### config.mk
export PLATFORM = sky130hd
export DESIGN_NAME = lock_monitor_seq
export DESIGN_NICKNAME = d
export VERILOG_FILES = /design/src/rtl/lock_monitor_seq.sv
export SDC_FILE = /design/constraint.sdc
export NUM_CORES = 1
export LEC_CHECK = 0
export BUFFER_PORTS_ARGS = -buffer_cell sky130_fd_sc_hd__buf_2
export CAP_MARGIN = 20
export CORE_ASPECT_RATIO = 1.1
export CORE_MARGIN = 2
export CORE_UTILIZATION = 43
export CTS_CLUSTER_SIZE = 28
export DETAILED_ROUTE_END_ITERATION = 6
export GPL_TIMING_DRIVEN = 0
export PLACE_DENSITY = 0.73
export SYNTH_ARGS = -nofsm -noshare
export SYNTH_HDL_FRONTEND = slang
export SYNTH_SLANG_ARGS = --single-unit
### constraint.sdc
create_clock -name clk -period 1.6 [get_ports clk]
set_clock_uncertainty 0.15 [all_clocks]
set_input_delay 0.24 -clock clk [delete_from_list [all_inputs] [get_ports clk]]
set_output_delay 0.24 -clock clk [all_outputs]
set_load 0.05 [all_outputs]
### src/rtl/lock_monitor_seq.sv
// rtl/lock_monitor_seq.sv - lock/unlock sequence monitor with fault capture; optional hold timeout under LOCKS_HOLD_TIMEOUT_EN
module lock_monitor_seq #(
    parameter int NLOCKS   = 4,
    parameter int CNTW     = 8,
    parameter int MAX_HOLD = 16
) (
    input  logic                                     clk,
    input  logic                                     rst_n,
    input  logic                                     cmd_valid,
    input  logic [2*NLOCKS-1:0]                      cmd,
    input  logic                                     clear,
    output logic [NLOCKS-1:0]                        locks,
    output logic                                     fault,
    output logic [1:0]                               fault_code,
    output logic [((NLOCKS > 1) ? $clog2(NLOCKS) : 1)-1:0] fault_idx,
    output logic [CNTW-1:0]                          fault_cnt
);

    localparam int IW = (NLOCKS > 1) ? $clog2(NLOCKS) : 1;

    localparam logic [0:0] ST_RUN   = 1'b0;
    localparam logic [0:0] ST_FAULT = 1'b1;

    localparam logic [1:0] CODE_SEQ = 2'b01;
    localparam logic [1:0] CODE_TMO = 2'b10;

    logic [0:0]        state;
    logic              in_run;
    logic [NLOCKS-1:0] skip;
    logic [NLOCKS-1:0] op;
    logic [NLOCKS-1:0] viol;
    logic [NLOCKS-1:0] locks_upd;
    logic [NLOCKS-1:0] locks_nxt;
    logic [NLOCKS-1:0] tmo;
    logic [IW-1:0]     viol_idx;
    logic [IW-1:0]     tmo_idx;
    logic              viol_any;
    logic              tmo_any;

    assign in_run = (state == ST_RUN);
    assign fault  = (state == ST_FAULT);

    // Decode per-lock command fields and flag double lock / double unlock
    always_comb begin
        skip      = '0;
        op        = '0;
        viol      = '0;
        locks_upd = locks;
        for (int i = 0; i < NLOCKS; i++) begin
            skip[i] = cmd[2*i+1];
            op[i]   = cmd[2*i];
            viol[i] = in_run && cmd_valid && !skip[i] && (op[i] == locks[i]);
            if (!skip[i]) begin
                locks_upd[i] = op[i];
            end
        end
    end

`ifdef LOCKS_HOLD_TIMEOUT_EN
    localparam int HW = (MAX_HOLD > 1) ? $clog2(MAX_HOLD) : 1;
    localparam logic [HW-1:0] HOLD_LAST = HW'(MAX_HOLD - 1);

    logic [HW-1:0] hold_cnt [NLOCKS];

    // A held lock at its last allowed cycle times out unless this cycle's accepted cmd unlocks it
    always_comb begin
        tmo = '0;
        for (int i = 0; i < NLOCKS; i++) begin
            tmo[i] = in_run && locks[i] && (hold_cnt[i] == HOLD_LAST) &&
                     !(cmd_valid && !skip[i] && !op[i]);
        end
    end

    // Hold counters advance on held RUN cycles, clear on unlock, freeze in FAULT
    always_ff @(posedge clk or negedge rst_n) begin
        if (!rst_n) begin
            for (int i = 0; i < NLOCKS; i++) begin
                hold_cnt[i] <= '0;
            end
        end else if (in_run) begin
            for (int i = 0; i < NLOCKS; i++) begin
                if (!locks_nxt[i]) begin
                    hold_cnt[i] <= '0;
                end else if (locks[i] && (hold_cnt[i] != HOLD_LAST)) begin
                    hold_cnt[i] <= hold_cnt[i] + 1'b1;
                end
            end
        end
    end
`else
    assign tmo = '0;
`endif

    // Lowest offending index for each fault source
    always_comb begin
        viol_idx = '0;
        tmo_idx  = '0;
        for (int i = NLOCKS - 1; i >= 0; i--) begin
            if (viol[i]) begin
                viol_idx = IW'(i);
            end
            if (tmo[i]) begin
                tmo_idx = IW'(i);
            end
        end
    end

    assign viol_any = |viol;
    assign tmo_any  = |tmo;

    // Any fault freezes the lock state; otherwise apply accepted commands
    always_comb begin
        locks_nxt = locks;
        if (in_run && cmd_valid && !viol_any && !tmo_any) begin
            locks_nxt = locks_upd;
        end
    end

    // State, lock register and fault capture; a bad sequence outranks a timeout
    always_ff @(posedge clk or negedge rst_n) begin
        if (!rst_n) begin
            state      <= ST_RUN;
            locks      <= '0;
            fault_code <= 2'b00;
            fault_idx  <= '0;
            fault_cnt  <= '0;
        end else begin
            case (state)
                ST_RUN: begin
                    locks <= locks_nxt;
                    if (viol_any || tmo_any) begin
                        state      <= ST_FAULT;
                        fault_code <= viol_any ? CODE_SEQ : CODE_TMO;
                        fault_idx  <= viol_any ? viol_idx : tmo_idx;
                        if (fault_cnt != {CNTW{1'b1}}) begin
                            fault_cnt <= fault_cnt + 1'b1;
                        end
                    end
                end
                ST_FAULT: begin
                    if (clear) begin
                        state <= ST_RUN;
                    end
                end
                default: state <= ST_RUN;
            endcase
        end
    end

endmodule
### Word level (Yosys, flattened, before mapping)

Cells that the tools add are included.

* register bits: 16
* output and inout port bits: 17
* word-level logic and storage cells: 48

* add/sub/neg operators: 1
* equal/unequal tests: 5
* mux-type cells: 7
* bitwise operators: 5
* reductions and logical operators: 22

Operators by type and width (count)
* AND reduction 3 bit: 5
* logical AND 1 bit: 10
* adder 8 x 1 -> 8 bit, second input constant: 1
* two-way mux 2 bit: 4
* inequality test 8 bit, second input constant: 1
* logical NOT 1 bit: 5
* inverter 1 bit: 5
* == test 1 bit: 4
* OR reduction 4 bit: 1
* two-way mux 1 bit: 2
* one-hot mux 1 bit (2 select lines): 1
* AND reduction 2 bit: 1

### Logic depth before layout (Yosys ltp)

* word-level depth: 8
* mapped depth: 5
* mapped depth without buffers: 5

### Least setup slack after synthesis

OpenSTA, ideal clock, no wires.

* kind: flip-flop to flip-flop
* start: register fault_cnt[0]
* end: register fault_cnt[1]
* library setup time: 125 ps
* arrival: 1718 ps
* required time: 1325 ps
* slack: -393 ps
* stages on the path, launching flop included: 6
* buffers on the path: 0
* period minus slack after synthesis: 1993 ps
* path through: dfrtp_1 ha_1 nand3_1 nor2_1 a21oi_1 mux2_2

* cells in the longest elaborated chain, start to end: 2
* elaborated cells on any way between the ends: 3
* classes of those cells: 1 x add/sub; 1 x eq/ne; 1 x reduce/logical

RTL lines
* from (decl): RTL line 16 `output logic [CNTW-1:0] fault_cnt`
* from (signal assigned): RTL line 136 `fault_cnt <= fault_cnt + 1'b1;`
* parallel branches: the longest is 2 deep, another holds adder 8 x 1 -> 8 bit

Several ways; the timed one is not identified.
A chain may end at the register's enable or synchronous reset.

### Final worst setup path

* start: register locks[0]
* end: register locks[1]

* cells in the longest elaborated chain, start to end: 6

RTL lines
* from (decl): RTL line 12 `output logic [NLOCKS-1:0] locks,`
* from (signal assigned): RTL line 130 `locks <= locks_nxt;`
* == test 1 bit: RTL line 52 `viol[i] = in_run && cmd_valid && !skip[i] && (op[i] == locks[i]);`
* logical AND 1 bit: RTL line 52
* OR reduction 4 bit: RTL line 108 `assign viol_any = |viol;`
* logical NOT 1 bit: RTL line 114 `if (in_run && cmd_valid && !viol_any && !tmo_any) begin`
* logical AND 1 bit: RTL line 114
* AND reduction 3 bit (no line)

No other way between the ends.

==> results.json <==
{
  "gr-total-overflow": 0,
  "ios": 29,
  "synth_top_area_share_pct": 46.4,
  "drc_errors": 0,
  "setup_viol_count_final": 14,
  "rsz0062_at_grt": "true",
  "fillers": 168,
  "fmax_ghz": 0.552,
  "power.share.combinational_pct": 58.3,
  "seqPwrFrac_pct": 31.6,
  "grt_pass1_vias": 704,
  "initial_utilization_pct": 44.1,
  "utilization_pct": 63.5,
  "synth_area_leader_cell": "dfrtp_1",
  "drive_above_1_share_pct": 68.8,
  "layout_common_cells": "buf_2 (27), dfrtp_2 (12), buf_4 (8)",
  "die_h_um": 51.0,
  "vdd_ir_drop_max_mv": 1.34,
  "avgSynthCellArea_um2": 11.8,
  "layout_min_cycle_time_ns": 1.81,
  "track_usage_pct": 18.3,
  "yosysSeqAreaShare_pct": 46.4,
  "power_density_nw_per_um2": 2190,
  "pwr-share-clk_pct": 10.1,
  "power_switching_mw": 1.42,
  "gp_congestion": 0.847,
  "wl_um": 1900,
  "layout_commonest_cell": "buf_2",
  "final-seq-area_um2": 415,
  "total_leakage_power_nw": 0.546,
  "violations": "setup timing",
  "clkSlewWorstSetupHoldPaths_ns": 0.10,
  "hold_viol": 0,
  "placed_area_um2": 1080,
  "numCtsBuffers": 3,
  "multi_input_area_um2": 524,
  "cts.sinks": 16,
  "antenna_found_initial": 0,
  "arrival_ns": 1.85,
  "core_um2": 1960,
  "outcome": "finished, violations left",
  "syn2layout_area_growth_pct": 43.9,
  "finalWorstSetupSlack_ns": -0.211,
  "grt_pass1_wl_um": 3130,
  "finalPower_mw": 2.72,
  "grt_max_degree": 17,
  "vias_per_cell": 5.04,
  "netlist_area_um2": 863,
  "clk_latency_ns": 0.29,
  "switching_share_pct": 52.1,
  "drt_iter0_drc": 10,
  "cts_tree": "yes",
  "die_x_um": 46.7,
  "synth.distinct_cells": 27,
  "synth_top_cells_by_area": "dfrtp_1 (46%), mux2_2 (6.5%), xor2_1 (6.1%), nor3b_2 (5.8%), nand3_1 (5.2%)",
  "wl_per_cell_um": 13.5,
  "h-tree-depth": 1,
  "start_kind": "register",
  "die_area_um2": 2380,
  "max-clock-path-buffers": 2,
  "drv_slew": 0,
  "end_kind": "register",
  "syn-num-nets": 86,
  "drt_first_pass_iters": 3,
  "fin_nets": 126,
  "finalSetupTns_ns": -1.63,
  "cellInternalPower_mw": 1.30,
  "rows": 17,
  "ys_warn_count": 0,
  "port_buffers": 27,
  "root_buffer": "clkbuf_4",
  "worstPathMaxFanout": 8,
  "hp-class": "primary input to register",
  "ys_ff_latch": 16,
  "antennaDiodeCount": 0,
  "cp.required_ns": 1.64,
  "fin_area_um2": 1240,
  "netlist_instances": 73,
  "dp_hpwl_um": 1310,
  "dp_slack_ns": -0.232,
  "drv_cap": 0,
  "setup.worst_path.class": "register to register",
  "finalCritPeriodShare_pct": 113,
  "detail-route-antenna-nets": 0,
  "vias": 705
}
==> cells in the mapped netlist (all sizes together) <==
cell / count
a21o: 1
nor3b: 4
o21ai: 1
a22oi: 3
dfrtp: 16
and3: 1
a21oi: 4
nand3b: 1
ha: 1
xor2: 6
a211oi: 2
nand4: 1
nand2: 2
mux2: 6
a2111oi: 2
nor2: 1
a21boi: 1
conb: 1
xnor2: 4
or2b: 1
nand2b: 1
nand3: 9
inv: 1
buf: 3
==> routing by layer <==
layer | part of all wire, % | track usage (%)
met2 | 51 | 29.9
met4 | 1.8 | 8.33
met1 | 43 | 23.5
met3 | 4.1 | 2.47
met5 | 0 | 0
==> metrics by stage <==
step                hold slack, ns  cells
finish                      0.0617    140
global route                0.0638    140
CTS                         0.0513    139
detailed placement          0.0301    128
global placement            0.0213    128
floorplan                   -0.206     73
==> sequential cells by signal (all words and copies together), names as in the netlist <==
register	flops
fault_code	1
fault_cnt	8
fault_idx	2
locks	4
fault	1
==> logic make-up (layout without fill, tap and decap cells) <==
kind of cell	Yosys count	after routing	synth area share, %
DFF	16	16	46.4
buffers and inverters	4	43	3.91
adders and majority gates	1	1	1.45
other	1	1	0.434
xor gates and xnor gates	10	10	10.1
and+or+nand+nor	21	21	16.2
AOI/OAI and AO/OA	14	14	13.6
muxes	6	6	7.83
==> critical path: stages, from the launching register on <==
cell	delay [ns]
dfrtp_2	0.44
xnor2_2	0.15
a22oi_2	0.37
buf_6	0.20
nand3_2	0.08
mux2_4	0.31
==> path summary, 6_finish.rpt <==
check / startpoint / end / slack (ns) / cells after the start
min in group asynchronous: rst_n / fault_idx[0]$_DFFE_PN0P_ / 0.23 / 2
hold / removal: cmd[6] / locks[3]$_DFFE_PN0P_ / 0.06 / 2
setup reg to reg: locks[0]$_DFFE_PN0P_ / locks[1]$_DFFE_PN0P_ / -0.21 / 5
hold reg to reg: fault_code[0]$_DFFE_PN0P_ / fault_code[0]$_DFFE_PN0P_ / 0.34 / 1
setup / recovery: locks[0]$_DFFE_PN0P_ / locks[1]$_DFFE_PN0P_ / -0.21 / 5
max in group asynchronous: rst_n / fault_cnt[0]$_DFFE_PN0P_ / 0.79 / 2
==> power by group through the flow <==
stage               sequential (mW)  combinational, mW  clock (mW)
floorplan                      1.46              0.494           0
global placement              0.832               1.41           0
detailed placement            0.850               1.44           0
CTS                           0.859               1.57       0.277
global route                  0.894               1.69       0.286
finish                        0.859               1.59       0.275
==> cell type report <==
| class | count | share of cell area (%) |
|---|---|---|
| Sequential cell | 16 | 33.4 |
| Inverter | 1 | 0.302 |
| Tap cell | 28 | 2.82 |
| Timing Repair Buffer | 35 | 15.9 |
| Buffer | 3 | 2.42 |
| Clock buffer | 4 | 2.92 |
| Multi-Input combinational cell | 53 | 42.2 |
==> timing repair <==
action	in CTS	in global routing
pin swaps	5	5
resized for setup	11	2
endpoints found under the setup margin	12	16
endpoints found under the hold margin	16	0
hold buffers	1	0
buffers inserted	6	1
Note: power is estimated with default switching activity, not from simulation.
